`src/rtl/muldiv_hilo_unit.sv`:
```
// muldiv_hilo_unit: iterative multiply/divide unit with HI/LO result registers.
//
// MULT/MULTU/DIV/DIVU take N+1 cycles after acceptance (N iterations plus one
// sign-fix cycle). MTHI/MTLO write HI/LO directly in one cycle. Commands are
// sampled only while idle; control must stall on busy.
//
// Ports:
//   clk      - rising-edge clock
//   rst      - asynchronous active-high reset
//   start    - command strobe, sampled only in IDLE
//   op       - 000 MULT, 001 MULTU, 010 DIV, 011 DIVU, 100 MTHI, 101 MTLO, 11x no-op
//   rs_data  - operand A / dividend / MTHI-MTLO source
//   rt_data  - operand B / divisor
//   busy     - high while a mul/div is in flight
//   done     - one-cycle pulse after HI/LO were updated by a mul/div
//   hi, lo   - HI/LO result registers
module muldiv_hilo_unit #(
    parameter int unsigned N  = 32,
    parameter int unsigned CW = $clog2(N)
) (
    input  logic         clk,
    input  logic         rst,
    input  logic         start,
    input  logic [2:0]   op,
    input  logic [N-1:0] rs_data,
    input  logic [N-1:0] rt_data,
    output logic         busy,
    output logic         done,
    output logic [N-1:0] hi,
    output logic [N-1:0] lo
);

    typedef enum logic [1:0] {
        StIdle,
        StRun,
        StFix
    } state_e;

    localparam logic [2:0] OpMult  = 3'b000;
    localparam logic [2:0] OpMultu = 3'b001;
    localparam logic [2:0] OpDiv   = 3'b010;
    localparam logic [2:0] OpDivu  = 3'b011;
    localparam logic [2:0] OpMthi  = 3'b100;
    localparam logic [2:0] OpMtlo  = 3'b101;

    state_e          state_q, state_d;
    logic [CW-1:0]   cnt_q, cnt_d;
    // Multiply: {partial product high, multiplier shifting out}.
    // Divide:   {partial remainder, dividend shifting out / quotient shifting in}.
    logic [2*N-1:0]  acc_q, acc_d;
    logic [N-1:0]    opnd_q, opnd_d;     // multiplicand or divisor magnitude
    logic            is_div_q, is_div_d;
    logic            neg_q, neg_d;       // negate product / quotient
    logic            neg_rem_q, neg_rem_d;
    logic            div0_q, div0_d;
    logic [N-1:0]    a_raw_q, a_raw_d;   // raw dividend, returned as HI on divide by zero
    logic [N-1:0]    hi_q, hi_d;
    logic [N-1:0]    lo_q, lo_d;
    logic            done_q, done_d;

    // Iteration datapath
    logic [N:0]      mul_sum;
    logic [2*N-1:0]  mul_next;
    logic [N:0]      div_trial;
    logic [N:0]      div_diff;
    logic [2*N-1:0]  div_next;

    // Operand conditioning at accept
    logic            signed_op;
    logic            a_neg, b_neg;
    logic [N-1:0]    a_mag, b_mag;

    // Sign fix
    logic [2*N-1:0]  prod_fixed;
    logic [N-1:0]    quot_fixed, rem_fixed;

    always_comb begin
        mul_sum  = {1'b0, acc_q[2*N-1:N]} + (acc_q[0] ? {1'b0, opnd_q} : '0);
        mul_next = {mul_sum, acc_q[N-1:1]};

        // Restoring step: remainder < divisor always, so the difference fits in N bits.
        // A zero divisor never borrows, giving an all-ones quotient.
        div_trial = {acc_q[2*N-1:N], acc_q[N-1]};
        div_diff  = div_trial - {1'b0, opnd_q};
        if (!div_diff[N]) begin
            div_next = {div_diff[N-1:0], acc_q[N-2:0], 1'b1};
        end else begin
            div_next = {div_trial[N-1:0], acc_q[N-2:0], 1'b0};
        end
    end

    always_comb begin
        signed_op = ~op[0];
        a_neg     = signed_op & rs_data[N-1];
        b_neg     = signed_op & rt_data[N-1];
        // -(-2^(N-1)) wraps to 2^(N-1), which is the correct unsigned magnitude.
        a_mag     = a_neg ? (~rs_data + 1'b1) : rs_data;
        b_mag     = b_neg ? (~rt_data + 1'b1) : rt_data;
    end

    always_comb begin
        prod_fixed = neg_q ? (~acc_q + 1'b1) : acc_q;
        quot_fixed = neg_q ? (~acc_q[N-1:0] + 1'b1) : acc_q[N-1:0];
        rem_fixed  = neg_rem_q ? (~acc_q[2*N-1:N] + 1'b1) : acc_q[2*N-1:N];
    end

    always_comb begin
        state_d   = state_q;
        cnt_d     = cnt_q;
        acc_d     = acc_q;
        opnd_d    = opnd_q;
        is_div_d  = is_div_q;
        neg_d     = neg_q;
        neg_rem_d = neg_rem_q;
        div0_d    = div0_q;
        a_raw_d   = a_raw_q;
        hi_d      = hi_q;
        lo_d      = lo_q;
        done_d    = 1'b0;

        case (state_q)
            StIdle: begin
                if (start) begin
                    case (op)
                        OpMult, OpMultu, OpDiv, OpDivu: begin
                            is_div_d  = op[1];
                            neg_d     = a_neg ^ b_neg;
                            neg_rem_d = a_neg;
                            div0_d    = op[1] & (rt_data == '0);
                            a_raw_d   = rs_data;
                            cnt_d     = '0;
                            if (op[1]) begin
                                acc_d  = {{N{1'b0}}, a_mag};
                                opnd_d = b_mag;
                            end else begin
                                acc_d  = {{N{1'b0}}, b_mag};
                                opnd_d = a_mag;
                            end
                            state_d = StRun;
                        end
                        OpMthi:  hi_d = rs_data;
                        OpMtlo:  lo_d = rs_data;
                        default: ;
                    endcase
                end
            end
            StRun: begin
                acc_d = is_div_q ? div_next : mul_next;
                cnt_d = cnt_q + 1'b1;
                if (cnt_q == CW'(N - 1)) begin
                    state_d = StFix;
                end
            end
            StFix: begin
                if (!is_div_q) begin
                    hi_d = prod_fixed[2*N-1:N];
                    lo_d = prod_fixed[N-1:0];
                end else if (div0_q) begin
                    hi_d = a_raw_q;
                    lo_d = '1;
                end else begin
                    hi_d = rem_fixed;
                    lo_d = quot_fixed;
                end
                done_d  = 1'b1;
                state_d = StIdle;
            end
            default: state_d = StIdle;
        endcase
    end

    always_ff @(posedge clk or posedge rst) begin
        if (rst) begin
            state_q   <= StIdle;
            cnt_q     <= '0;
            acc_q     <= '0;
            opnd_q    <= '0;
            is_div_q  <= 1'b0;
            neg_q     <= 1'b0;
            neg_rem_q <= 1'b0;
            div0_q    <= 1'b0;
            a_raw_q   <= '0;
            hi_q      <= '0;
            lo_q      <= '0;
            done_q    <= 1'b0;
        end else begin
            state_q   <= state_d;
            cnt_q     <= cnt_d;
            acc_q     <= acc_d;
            opnd_q    <= opnd_d;
            is_div_q  <= is_div_d;
            neg_q     <= neg_d;
            neg_rem_q <= neg_rem_d;
            div0_q    <= div0_d;
            a_raw_q   <= a_raw_d;
            hi_q      <= hi_d;
            lo_q      <= lo_d;
            done_q    <= done_d;
        end
    end

    assign busy = (state_q != StIdle);
    assign done = done_q;
    assign hi   = hi_q;
    assign lo   = lo_q;

endmodule

```
`config.mk`:
```
export PLATFORM = sky130hd
export DESIGN_NAME = muldiv_hilo_unit
export DESIGN_NICKNAME = d
export VERILOG_FILES = /design/src/rtl/muldiv_hilo_unit.sv
export SDC_FILE = /design/constraint.sdc
export NUM_CORES = 1
export LEC_CHECK = 0
export ABC_AREA = 1
export BUFFER_PORTS_ARGS = -buffer_cell sky130_fd_sc_hd__buf_2
export CAP_MARGIN = 15
export CORE_ASPECT_RATIO = 0.9
export CORE_MARGIN = 4
export CORE_UTILIZATION = 50
export CTS_CLUSTER_DIAMETER = 80
export DETAILED_ROUTE_END_ITERATION = 10
export PLACE_DENSITY_LB_ADDON = 0.12
export SLEW_MARGIN = 25
export SYNTH_ARGS = -nofsm -noshare
export SYNTH_HDL_FRONTEND = slang
export SYNTH_SLANG_ARGS = --single-unit
```
`constraint.sdc`:
```
create_clock -name clk -period 7.22 [get_ports clk]
set_input_delay 1.444 -clock clk [delete_from_list [all_inputs] [get_ports clk]]
set_output_delay 1.444 -clock clk [all_outputs]
set_load 0.03 [all_outputs]
```
==> impl_metrics.yaml <==
place:
  post-place-ws_ns: 3.153
  placed_cell_area_um2: 21270
  place_congestion: 1.092
  port_buffers: 135
  dp_hpwl_um: 70590
synth:
  synth_nets: 3668
  ys_async_sr_fraction_pct: 100.0
  synth_edf_count: 0
  ys_ff_latch: 204
  synth_area_um2: 20280
  synth_top_flop_cell: "dfrtp_1"
  yosysSeqAreaShare_pct: 25.17
  synth_top_cell_by_area: "dfrtp_1"
  ys_warn_count: 0
  yosysTopAreaCellShare_pct: 25.17
  syn_area_per_cell_um2: 5.752
  syn_inst: 3526
  synth_area_leaders: "dfrtp_1, nand2_1, nor2_1"
  yosysMostFrequentCell: "nand2_1"
  yosysUniqueCellTypes: 48
  netlist_top_cells_count: "nand2_1, nor2_1, inv_1, nand3_1, o21ai_0"
timing:
  fin_tns_setup_ns: 0
  slew_violations: 0
  tightest_slew_ns: 1.012
  rsz0062_at_grt: "no"
  final_hold_viol_count: 0
  setup_slack_ns: 3.382
  min_period_ns: 3.838
  finalCritPeriodShare_pct: 53.16
  setup_viol: 0
  finClkSkew_ns: 0.03516
  fmax_mhz: 260.5
  whs_ns: 0.4828
  maxSlewHeadroom_pct: 31.82
worst_setup_path:
  slowest_delay_ns: 0.85
  worst_path_most_repeated_cell: "buf_4"
  crit_type: "reg -> reg"
  critPathLaunchType: "flip-flop"
  r2r_end: "acc_q[19]"
  cp_slowest_cell: "clkinv_2"
  ff2ff_setup_slack_ns: 3.38
  end_kind: "flip-flop"
  cp.depth: 9
  worstReg2RegStart: "state_q[0]"
  r2r_cells: 9
  crit_family: "buffers and inverters"
  crit_path_cell_trace: "inv_1 > nor2_4 > buf_4 > clkinv_2 > nand2_2 > buf_4 > clkinv_1 > buf_4 > a22oi_1"
  cp.required_ns: 7.71
  crit_buf_inv: 6
  crit_fanout: 66
  crit_arrival_ns: 4.32
detailed_routing:
  viasPerCell: 5.818
  top_layer_used: "met4"
  ant_nets: 0
  drtIter0Drc: 3521
  drc: 0
  vias: 24040
  wirelength_met1_um: 36960
  wl_um: 88550
  drtPass1Iterations: 6
  post_drt_wl_per_cell_um: 21.43
  dr_wl_met3_um: 12780
  wl_met2_um: 35220
die:
  fp.dieH_um: 199.1
  row_count: 69
  ios: 136
  die_w_um: 220.3
  start_util_pct: 50.96
  coreArea_um2: 39800
  die_area_um2: 43860
clocking:
  cts_buffer_depth: 3
  cts_max_level: 1
  cts_buffers: 26
  cts_tree: "yes"
  clk_pin_slew_worst_paths_ns: 0.07
  root_buffer: "clkbuf_16"
  post_cts_resized: 0
  cts_setup_buffers: 0
  insertion_delay_ns: 0.57
  clkSinkCount: 204
  hold_buffers: 0
global_route:
  grt_first_pass_wirelength_um: 130700
  grt_max_degree: 102
  grt.total_usage_pct: 39.04
  antenna_found_initial: 2
  grt_pass1_vias: 21940
  overflow: 0
job:
  maxCapViolCount: 0
finish:
  drive_gt1_share_pct: 7.224
  area_delta_synth_final_pct: 9.198
  nNetsFinal: 3721
  final_cell_area_um2: 22150
hold_path:
  hp-class: "reg -> reg"
  holdPathStages: 2
  holdPathEnd: "lo[22]"
  min_from: "lo[22]"
power_and_ir_drop:
  p_leak_nw: 11.44
  power_per_cell_area_nw_per_um2: 562.3
  p_total_mw: 12.45
  ir_drop_uv: 302.5
outcome:
  status: "complete, no violations"
[logic make-up (layout without fill, tap and decap cells)]
kind of cell | Yosys count | count (layout) | synth area share [%]
AO/OA/AOI/OAI | 543 | 543 | 14.51
XOR/XNOR | 69 | 69 | 2.980
adder cells (fa/ha/maj) | 72 | 72 | 4.516
buffers and inverters | 592 | 665 | 11.21
flip-flops | 204 | 204 | 25.17
other | 0 | 1 | 0
AND/OR/NAND/NOR | 2046 | 2046 | 41.62
[layout make-up]
type	count	area, um2
diodes	1	2.502
clock buffers	32	713.2
clock inverters	16	160.2
fillers	4136	17650
inverters	460	1735
multi-input cells	2730	12920
flip-flops and latches	204	5109
well taps	532	665.6
repair buffers	157	840.8
[power by group]
part	internal, mW	switching, mW
sequential	1.72	1.00
combinational	2.56	5.84
clock	0.754	0.575
[flip-flops by register name, indices dropped and copies added (netlist names)]
name and count:
div0_q 1, cnt_q 5, opnd_q 32, done 1, acc_q 64, neg_rem_q 1, hi 32, lo 32
neg_q 1, state_q 2, is_div_q 1, a_raw_q 32
[tightest hold or removal path, delay by kind of cell, from the launching register on]
family / cells / cell delay, ns
flops: 1 / 0.34
simple gates: 1 / 0.05
compound gates: 1 / 0.05
[stage by stage]
step / utilization (%) / cells
floorplan: - / 3526
global placement: 53.44 / 4083
detailed placement: 53.44 / 4083
CTS: 55.64 / 4131
global route: 55.64 / 4131
finish: 55.65 / 4132
[layer usage]
layer	global-route usage (%)	vias to the layer above
li1	-	11330
met1	56.05	11050
met3	13.71	185
met4	12.93	0
met2	54.57	1481
met5	0	-
[layout by cell type, fill, tap and decap left out, drive strengths merged]
cell,count
a211o,1
a21o,1
a21oi,220
a22o,1
a22oi,8
a31o,1
a31oi,9
a32oi,1
and2,6
and3,1
buf,157
bufinv,1
clkbuf,32
clkinv,15
clkinvlp,1
dfrtp,204
diode,1
fa,2
ha,70
inv,459
nand2,1109
nand3,320
nand3b,12
nand4,38
nor2,518
nor3,33
nor4,3
o211ai,25
o21a,3
o21ai,243
o21bai,12
o221ai,11
o22ai,1
o31ai,6
or2,6
xnor2,13
xor2,56
[how the worst max path moves through the flow]
| stage | startpoint | to | slack (ns) |
|---|---|---|---|
| after floorplan | rst | a_raw_q[0] | 0.21 |
| after global placement | op[1] | hi[13] | 3.22 |
| after detailed placement | op[1] | hi[22] | 3.15 |
| after CTS | op[1] | hi[22] | 3.70 |
| after global routing | state_q[0] | acc_q[54] | 3.17 |
| final | state_q[0] | acc_q[19] | 3.38 |
Note: power is estimated with default switching activity, not from simulation.
